File: config.mk
export PLATFORM = sky130hd
export DESIGN_NAME = glm_dram_load
export DESIGN_NICKNAME = d
export VERILOG_FILES = /design/src/rtl/glm_dram_load_if.sv /design/src/rtl/glm_dram_load.sv
export SDC_FILE = /design/constraint.sdc
export NUM_CORES = 2
export LEC_CHECK = 0
export ABC_AREA = 1
export BUFFER_PORTS_ARGS = -buffer_cell sky130_fd_sc_hd__buf_2
export CORE_AREA = 10 10 499 501
export CTS_CLUSTER_SIZE = 28
export DETAILED_ROUTE_END_ITERATION = 10
export DIE_AREA = 0 0 509 511
export GPL_TIMING_DRIVEN = 0
export PLACE_DENSITY = 0.3
export SYNTH_ARGS = -nofsm -noshare
export SYNTH_HDL_FRONTEND = slang
export SYNTH_SLANG_ARGS = --single-unit
File: constraint.sdc
create_clock -name clk -period 24.7 [get_ports clk]
set_input_delay 1.235 -clock clk [delete_from_list [all_inputs] [get_ports clk]]
set_output_delay 1.235 -clock clk [all_outputs]
set_load 0.02 [all_outputs]
File: src/rtl/glm_dram_load_if.sv
// CCI-P channel-0 types used by the DRAM line loader, plus an interface that
// bundles the loader's host-side channel and its BRAM write port.
package glm_ccip_pkg;
  typedef logic [41:0] t_ccip_clAddr;
  typedef logic [15:0] t_ccip_mdata;

  typedef enum logic [1:0] {
    eVC_VA  = 2'h0,
    eVC_VL0 = 2'h1,
    eVC_VH0 = 2'h2,
    eVC_VH1 = 2'h3
  } t_ccip_vc;

  typedef enum logic [1:0] {
    eCL_LEN_1 = 2'h0,
    eCL_LEN_2 = 2'h1,
    eCL_LEN_4 = 2'h3
  } t_ccip_clLen;

  typedef enum logic [3:0] {
    eREQ_RDLINE_I = 4'h0,
    eREQ_RDLINE_S = 4'h1
  } t_ccip_c0_req;

  typedef enum logic [3:0] {
    eRSP_RDLINE = 4'h0,
    eRSP_WRLINE = 4'h1,
    eRSP_UMSG   = 4'h4
  } t_ccip_c0_rsp;

  typedef struct packed {
    t_ccip_vc     vc_sel;
    logic [1:0]   rsvd1;
    t_ccip_clLen  cl_len;
    t_ccip_c0_req req_type;
    logic [5:0]   rsvd0;
    t_ccip_clAddr address;
    t_ccip_mdata  mdata;
  } t_ccip_c0_ReqMemHdr;

  typedef struct packed {
    t_ccip_vc     vc_used;
    logic         rsvd1;
    logic         hit_miss;
    logic [1:0]   rsvd0;
    logic [1:0]   cl_num;
    t_ccip_c0_rsp resp_type;
    t_ccip_mdata  mdata;
  } t_ccip_c0_RspMemHdr;

  typedef struct packed {
    t_ccip_c0_ReqMemHdr hdr;
    logic               valid;
  } t_if_ccip_c0_Tx;

  typedef struct packed {
    t_ccip_c0_RspMemHdr hdr;
    logic [511:0]       data;
    logic               rspValid;
    logic               mmioRdValid;
    logic               mmioWrValid;
  } t_if_ccip_c0_Rx;
endpackage


File: src/rtl/glm_dram_load.sv
// Streams cfg_length cache lines from DRAM over CCI-P channel 0 into a BRAM,
// tolerating out-of-order responses by addressing the BRAM with the returned mdata.
module glm_dram_load
  import glm_ccip_pkg::*;
#(
  parameter int BRAM_AWIDTH = 10
) (
  input  logic                   clk,
  input  logic                   reset,
  input  logic                   op_start,
  output logic                   op_done,
  input  logic [31:0]            cfg_offset,
  input  logic [15:0]            cfg_length,
  input  logic [BRAM_AWIDTH-1:0] cfg_bram_base,
  input  t_ccip_clAddr           in_addr,
  input  t_ccip_clAddr           out_addr,
  input  logic                   c0TxAlmFull,
  input  t_if_ccip_c0_Rx         cp2af_sRx_c0,
  output t_if_ccip_c0_Tx         af2cp_sTx_c0,
  output logic                   mem_we,
  output logic [BRAM_AWIDTH-1:0] mem_waddr,
  output logic [511:0]           mem_wdata
);
  localparam logic [1:0] IDLE = 2'd0;
  localparam logic [1:0] RUN  = 2'd1;
  localparam logic [1:0] DONE = 2'd2;

  logic [1:0]             state;
  t_ccip_clAddr           base;
  logic [15:0]            length;
  logic [15:0]            num_req;
  logic [15:0]            num_rsp;
  logic [BRAM_AWIDTH-1:0] bram_base;
  logic                   issue;
  logic                   accept;
  logic                   unused_rx;

  assign issue  = (state == RUN) && (num_req < length) && !c0TxAlmFull;
  // mmio and non-read responses share the channel; only read-line data is ours
  assign accept = (state == RUN) && cp2af_sRx_c0.rspValid &&
                  (cp2af_sRx_c0.hdr.resp_type == eRSP_RDLINE);

  assign unused_rx = ^{cp2af_sRx_c0.hdr, cp2af_sRx_c0.mmioRdValid, cp2af_sRx_c0.mmioWrValid};

  always_ff @(posedge clk or posedge reset) begin
    if (reset) begin
      state        <= IDLE;
      base         <= '0;
      length       <= '0;
      num_req      <= '0;
      num_rsp      <= '0;
      bram_base    <= '0;
      op_done      <= 1'b0;
      af2cp_sTx_c0 <= '0;
      mem_we       <= 1'b0;
      mem_waddr    <= '0;
      mem_wdata    <= '0;
    end else begin
      af2cp_sTx_c0 <= '0;
      mem_we       <= 1'b0;
      op_done      <= 1'b0;
      case (state)
        IDLE: begin
          if (op_start) begin
            base      <= (cfg_offset[31] ? out_addr : in_addr) + t_ccip_clAddr'(cfg_offset[30:0]);
            length    <= cfg_length;
            bram_base <= cfg_bram_base;
            num_req   <= '0;
            num_rsp   <= '0;
            state     <= (cfg_length == 16'd0) ? DONE : RUN;
          end
        end
        RUN: begin
          if (issue) begin
            af2cp_sTx_c0.valid            <= 1'b1;
            af2cp_sTx_c0.hdr.vc_sel       <= eVC_VA;
            af2cp_sTx_c0.hdr.cl_len       <= eCL_LEN_1;
            af2cp_sTx_c0.hdr.req_type     <= eREQ_RDLINE_I;
            af2cp_sTx_c0.hdr.address      <= base + t_ccip_clAddr'(num_req);
            af2cp_sTx_c0.hdr.mdata        <= num_req;
            num_req                       <= num_req + 16'd1;
          end
          if (accept) begin
            mem_we    <= 1'b1;
            mem_waddr <= bram_base + cp2af_sRx_c0.hdr.mdata[BRAM_AWIDTH-1:0];
            mem_wdata <= cp2af_sRx_c0.data;
            num_rsp   <= num_rsp + 16'd1;
            if (16'(num_rsp + 16'd1) == length) state <= DONE;
          end
        end
        DONE: begin
          op_done <= 1'b1;
          state   <= IDLE;
        end
        default: state <= IDLE;
      endcase
    end
  end
endmodule
=== After elaboration in Yosys (flattened, before gate mapping) ===
Cells that the tools add are included.

* Add/subtract/negate cells: 5
* Magnitude comparators: 1
* Equality and inequality tests: 7
* Multiplexer cells: 16
* Reduce and logical (&&, ||, !) cells: 14

{| class="wikitable"
|+ Operator list
! operator !! number
|-
| 59-bit 2-to-1 mux || 2
|-
| 16-bit one-hot mux with 2 select lines || 2
|-
| 16-bit 2-to-1 mux || 3
|-
| 42-bit by 16-bit adder with 42-bit output || 1
|-
| 42-bit by 31-bit adder with 42-bit output || 1
|-
| 42-bit 2-to-1 mux || 1
|-
| 16-bit by 1-bit adder with 16-bit output (second input constant) || 2
|-
| 16-bit equality test || 1
|-
| 16-bit zero test || 1
|-
| 16-bit < comparator || 1
|-
| 10-bit adder || 1
|-
| 3-bit AND reduction || 3
|-
| 2-bit 2-to-1 mux || 4
|-
| 2-bit != test (second input constant) || 3
|-
| 1-bit logical AND || 4
|-
| 4-bit zero test || 1
|-
| 2-bit one-hot mux with 2 select lines || 1
|-
| 2-bit AND reduction || 2
|-
| 1-bit 2-to-1 mux || 3
|-
| 2-bit by 1-bit equality test with 1-bit output (second input constant) || 1
|-
| 2-bit equality test (second input constant) || 1
|-
| 2-bit zero test || 1
|-
| 2-bit by 1-bit != test with 1-bit output (second input constant) || 1
|-
| 2-bit nonzero test || 1
|-
| 1-bit zero test || 1
|}

* Register bits after elaboration: 685
* Output and inout port bits: 599

=== Depth between registers and ports, before layout ===
* Depth in word-level cells: 5
* Gate-level depth with buffers: 20
* Depth with buffers taken out: 17

=== Worst setup path after synthesis ===
OpenSTA, ideal clock, no wires.

* Kind: input to register
* Start point: input cfg_offset[31]
* End point: register base[20]
* Setup time: 0.126 ns
* Data arrival time: 3.719 ns
* Required time: 24.574 ns
* Slack: 20.855 ns
* Stages on the path: 17
* Cell sequence: buf_6 > buf_4 > clkbuf_1 > mux2_2 > ha_1 > inv_1 > fa_1 > inv_1 > nand3_1 > nand2_1 > nand2_1 > nand3_1 > a21oi_1 > o21ai_0 > or2_1 > nand3_1 > o21ai_1

* Cells in the longest elaborated chain, start to end: 2

{| class="wikitable"
|+ Ends and longest elaborated chain
! item !! line !! text
|-
| from (decl) || glm_dram_load.sv:12 || <nowiki>input logic [31:0] cfg_offset,</nowiki>
|-
| 42-bit 2-to-1 mux || glm_dram_load.sv:65 || <nowiki>base <= (cfg_offset[31] ? out_addr : in_addr) + t_ccip_clAddr'(cfg_offset[30:0]);</nowiki>
|-
| 42-bit by 31-bit adder with 42-bit output || glm_dram_load.sv:65 ||
|-
| to (signal assigned) || glm_dram_load.sv:65 ||
|-
| to (decl) || glm_dram_load.sv:29 || <nowiki>t_ccip_clAddr base;</nowiki>
|}

No other way between the ends.
A chain may end at the register's enable or synchronous reset.

=== Worst setup path in the final report ===
* Start point: input cfg_offset[31]
* End point: register base[26]

Same word-level chain as after synthesis.

==> qor.yml <==
clock_tree:
  cts_root_buf: "clkbuf_16"
  ctsHoldBuffers: 0
  cts_tree: "done"
  cts_sinks: 685
  worstSkewPairLatency_ns: 0.78
  clkTransAtPathRegs_ns: 0.06
  cts_setup_buffers: 0
  h-tree-depth: 3
  cts_buffer_depth: 3
  numCtsBuffers: 95
  cts_resized: 0
timing:
  post-route-period-util_pct: 17.12
  slew_violations: 0
  relSlewSlack_pct: 11.24
  holdWs_ns: 0.4528
  clock.fmax_mhz: 236.5
  setup_viol: 0
  fin_skew_ns: 0.08754
  period_minus_slack_ns: 4.229
  setup_slack_ns: 20.47
  worst_slew_pin_slew_ns: 1.331
  timing_hold_violations_final: 0
  rsz0062_at_grt: "false"
worst_setup_path:
  timing.critical_path.buf_inv: 5
  max_stage_delay_ns: 0.52
  end_kind: "flop"
  cp_top_family: "buffers and inverters"
  path_common_cell: "nand2_1"
  cp_cell_sequence: "buf_6 -> buf_4 -> clkbuf_1 -> mux2_2 -> ha_1 -> inv_1 -> fa_1 -> inv_1 -> nand3_1 -> nand2_1 -> nand2_1 -> nand2_1 -> a21oi_1 -> o21ai_2 -> nand2_1 -> nand2_1 -> nand2_1 -> nand3_1 -> o21ai_0"
  path_class: "primary input to flop"
  arrival_ns: 4.83
  cp_data_required_time_ns: 25.30
  start_kind: "primary input"
  cpMaxStageDelayCell: "clkbuf_1"
  cp_max_fo: 10
synth:
  synth_xor_area_share_pct: 1.738
  synth-edff-count: 0
  muxShareOfSynthArea_pct: 1.096
  ys_ff_latch: 685
  seq_area_frac_synth_pct: 53.99
  synth_simple_gate_area_share_pct: 30.65
  yosys_warnings: 0
  async_flop_share_pct: 100.0
  ys_types: 57
  syn_area_per_cell_um2: 8.043
  synth_top_family_by_area: "simple AND/OR/NAND/NOR gates"
  synthAdderAreaFrac_pct: 3.066
  syn_inst: 3947
  ys.flop_type: "dfrtp_1"
  syn_area_um2: 31750
  synth-compound-area-share_pct: 4.619
power_and_ir_drop:
  pwr-share-seq_pct: 36.2
  p_sw_share_pct: 38.94
  ir_drop_uv: 57.14
  p_per_area_nw_per_um2: 89.50
  p_clk_share_pct: 35.4
  p_int_w: 0.002490
  p_comb_share_pct: 28.4
  p_switching_w: 0.001588
  leakagePower_nw: 24.53
floorplanning:
  dieHeight_um: 511
  start_util_pct: 13.27
  core_area_um2: 239200
  row_count: 180
  die_x_um: 509
  io_pins: 1288
  die-area_um2: 260100
worst_hold_path:
  hold_path.class: "flop to flop"
cells_and_area:
  drive_above_1_share_pct: 29.61
  design_area_um2: 45560
  finalNonFillerCells: 8606
  post-route-util_pct: 19.05
  area_growth_syn_to_layout_pct: 43.52
  nets: 6087
grt:
  grt_max_degree: 98
  track_usage_pct: 17.10
  antenna_found_initial: 123
  grt_pass1_wl_um: 306800
  grt_overflow_total: 0
  grt_pass1_vias: 33240
detailed_routing:
  final_antenna_net_count: 0
  drtPass1Iterations: 5
  post-route-drc-count: 0
  wire_per_inst_um: 26.90
  drt_iter0_drc: 2110
  via_count: 32248
  wl_um: 231500
  via_per_inst: 3.747
status:
  outcome: "finished, final reports clean"
place:
  dp_slack_ns: 19.42
  dp.cells: 8410
  hpwl_um: 198200
  port_buffers: 1254
  gp_congestion: 0.9239
  post_dp_cell_area_um2: 42290
run:
  drv_cap: 0
sequential cells by signal (all words and copies together) (netlist names), 2 cells and up:
register	flops
length	16
af2cp_sTx_c0	59
base	42
state	2
bram_base	10
mem_wdata	512
num_req	16
num_rsp	16
mem_waddr	10
through the flow:
stage | total power [W] | setup TNS (ns)
global route | 0.004302 | 0
floorplan | 0.002030 | 0
detailed placement | 0.002671 | 0
CTS | 0.004174 | 0
finish | 0.004078 | 0
global placement | 0.002676 | -5539.81
cell usage after synthesis, types with 30 or more instances:
| master | n | share of area [%] |
|---|---|---|
| ha_1 | 73 | 2.9 |
| nand3_1 | 117 | 1.8 |
| xnor2_1 | 32 | 0.88 |
| nor2_1 | 233 | 2.8 |
| nand2_1 | 2012 | 24 |
| xor2_1 | 31 | 0.86 |
| o21ai_0 | 91 | 1.4 |
| mux2_2 | 30 | 1.1 |
| buf_2 | 69 | 1.1 |
| clkbuf_1 | 66 | 0.78 |
| inv_1 | 183 | 2.2 |
| a21oi_1 | 95 | 1.5 |
| dfrtp_1 | 685 | 54 |
power groups by stage:
stage	logic, W	clock network (W)	registers [W]
finish	0.00116	0.00144	0.00147
detailed placement	0.00118	0	0.00149
global route	0.00126	0.00155	0.00150
CTS	0.00119	0.00151	0.00147
floorplan	0.000336	0	0.00169
global placement	0.00118	0	0.00149
cell usage in the layout (no fill, tap or decap), types with 6 or more instances in the layout:
| cell | Yosys | routed |
|---|---|---|
| nand2_1 | 2012 | 2012 |
| buf_2 | 69 | 1323 |
| dfrtp_1 | 685 | 685 |
| nor2_1 | 233 | 233 |
| inv_1 | 183 | 182 |
| nand3_1 | 117 | 117 |
| a21oi_1 | 95 | 95 |
| clkbuf_16 | 0 | 95 |
| clkbuf_1 | 66 | 91 |
| o21ai_0 | 91 | 91 |
| ha_1 | 73 | 73 |
| xnor2_1 | 32 | 32 |
| diode_2 | 0 | 31 |
| xor2_1 | 31 | 31 |
| mux2_2 | 30 | 30 |
| nor3_1 | 24 | 24 |
| clkbuf_8 | 0 | 22 |
| nand4_1 | 21 | 21 |
| buf_4 | 19 | 20 |
| nor2_2 | 18 | 18 |
| conb_1 | 1 | 16 |
| o21ai_1 | 14 | 14 |
| o21ai_2 | 13 | 13 |
| nand2_2 | 13 | 13 |
| o22ai_1 | 13 | 13 |
| a31oi_1 | 11 | 11 |
| inv_2 | 10 | 10 |
| buf_1 | 10 | 10 |
| a21o_1 | 7 | 7 |
| buf_16 | 0 | 7 |
| nand3_2 | 6 | 6 |
| clkinv_16 | 0 | 6 |
worst register-to-register path: stages, from the launching register on:
cell      delay [ns]
dfrtp_1         0.44
nor2_2          0.47
nand4_1         0.67
inv_2           0.60
buf_2           0.58
clkbuf_1        0.80
nand2_1         0.39
nand2_1         0.14
kinds of logic after synthesis:
group | after synthesis
compound gates | 262
xor+xnor | 63
fa+ha+maj | 76
buf+inv | 360
flops | 685
mux | 31
other cells | 1
simple gates | 2469
final timing paths:
path	endpoint	start	slack, ns	depth (start not counted)
hold reg to reg	op_done$_DFF_PP0_	state[0]$_DFFE_PP0P_	0.45	1
min in group asynchronous	af2cp_sTx_c0[18]$_DFF_PP0_	reset	0.61	2
setup reg to reg	mem_wdata[296]$_DFFE_PP0P_	state[1]$_DFFE_PP0P_	20.50	7
max in group asynchronous	mem_wdata[96]$_DFFE_PP0P_	reset	21.75	6
hold / removal	op_done$_DFF_PP0_	state[0]$_DFFE_PP0P_	0.45	1
setup / recovery	base[26]$_DFFE_PP0P_	cfg_offset[31]	20.47	19
per-layer routing:
layer | up-vias | track usage [%] | part of all wire, % | wire, um
li1 | 15067 | - | - | -
met1 | 15538 | 21.43 | 42 | 98290
met2 | 1261 | 28.11 | 46 | 105600
met3 | 344 | 5.587 | 8.8 | 20460
met4 | 38 | 4.504 | 3.0 | 6886
met5 | - | 0 | 0.11 | 249
area by class of cell:
class / instances / area [um2]
buffer: 166 / 804.5
timing repair buffer: 1263 / 6491
fill: 27519 / 193600
antenna: 31 / 77.57
multi-input combinational: 2917 / 13130
tap: 3185 / 3985
clock buffer: 142 / 2774
clock inverter: 23 / 424.2
inverter: 194 / 735.7
sequential: 685 / 17140
Power figures use the tool's default switching activity.
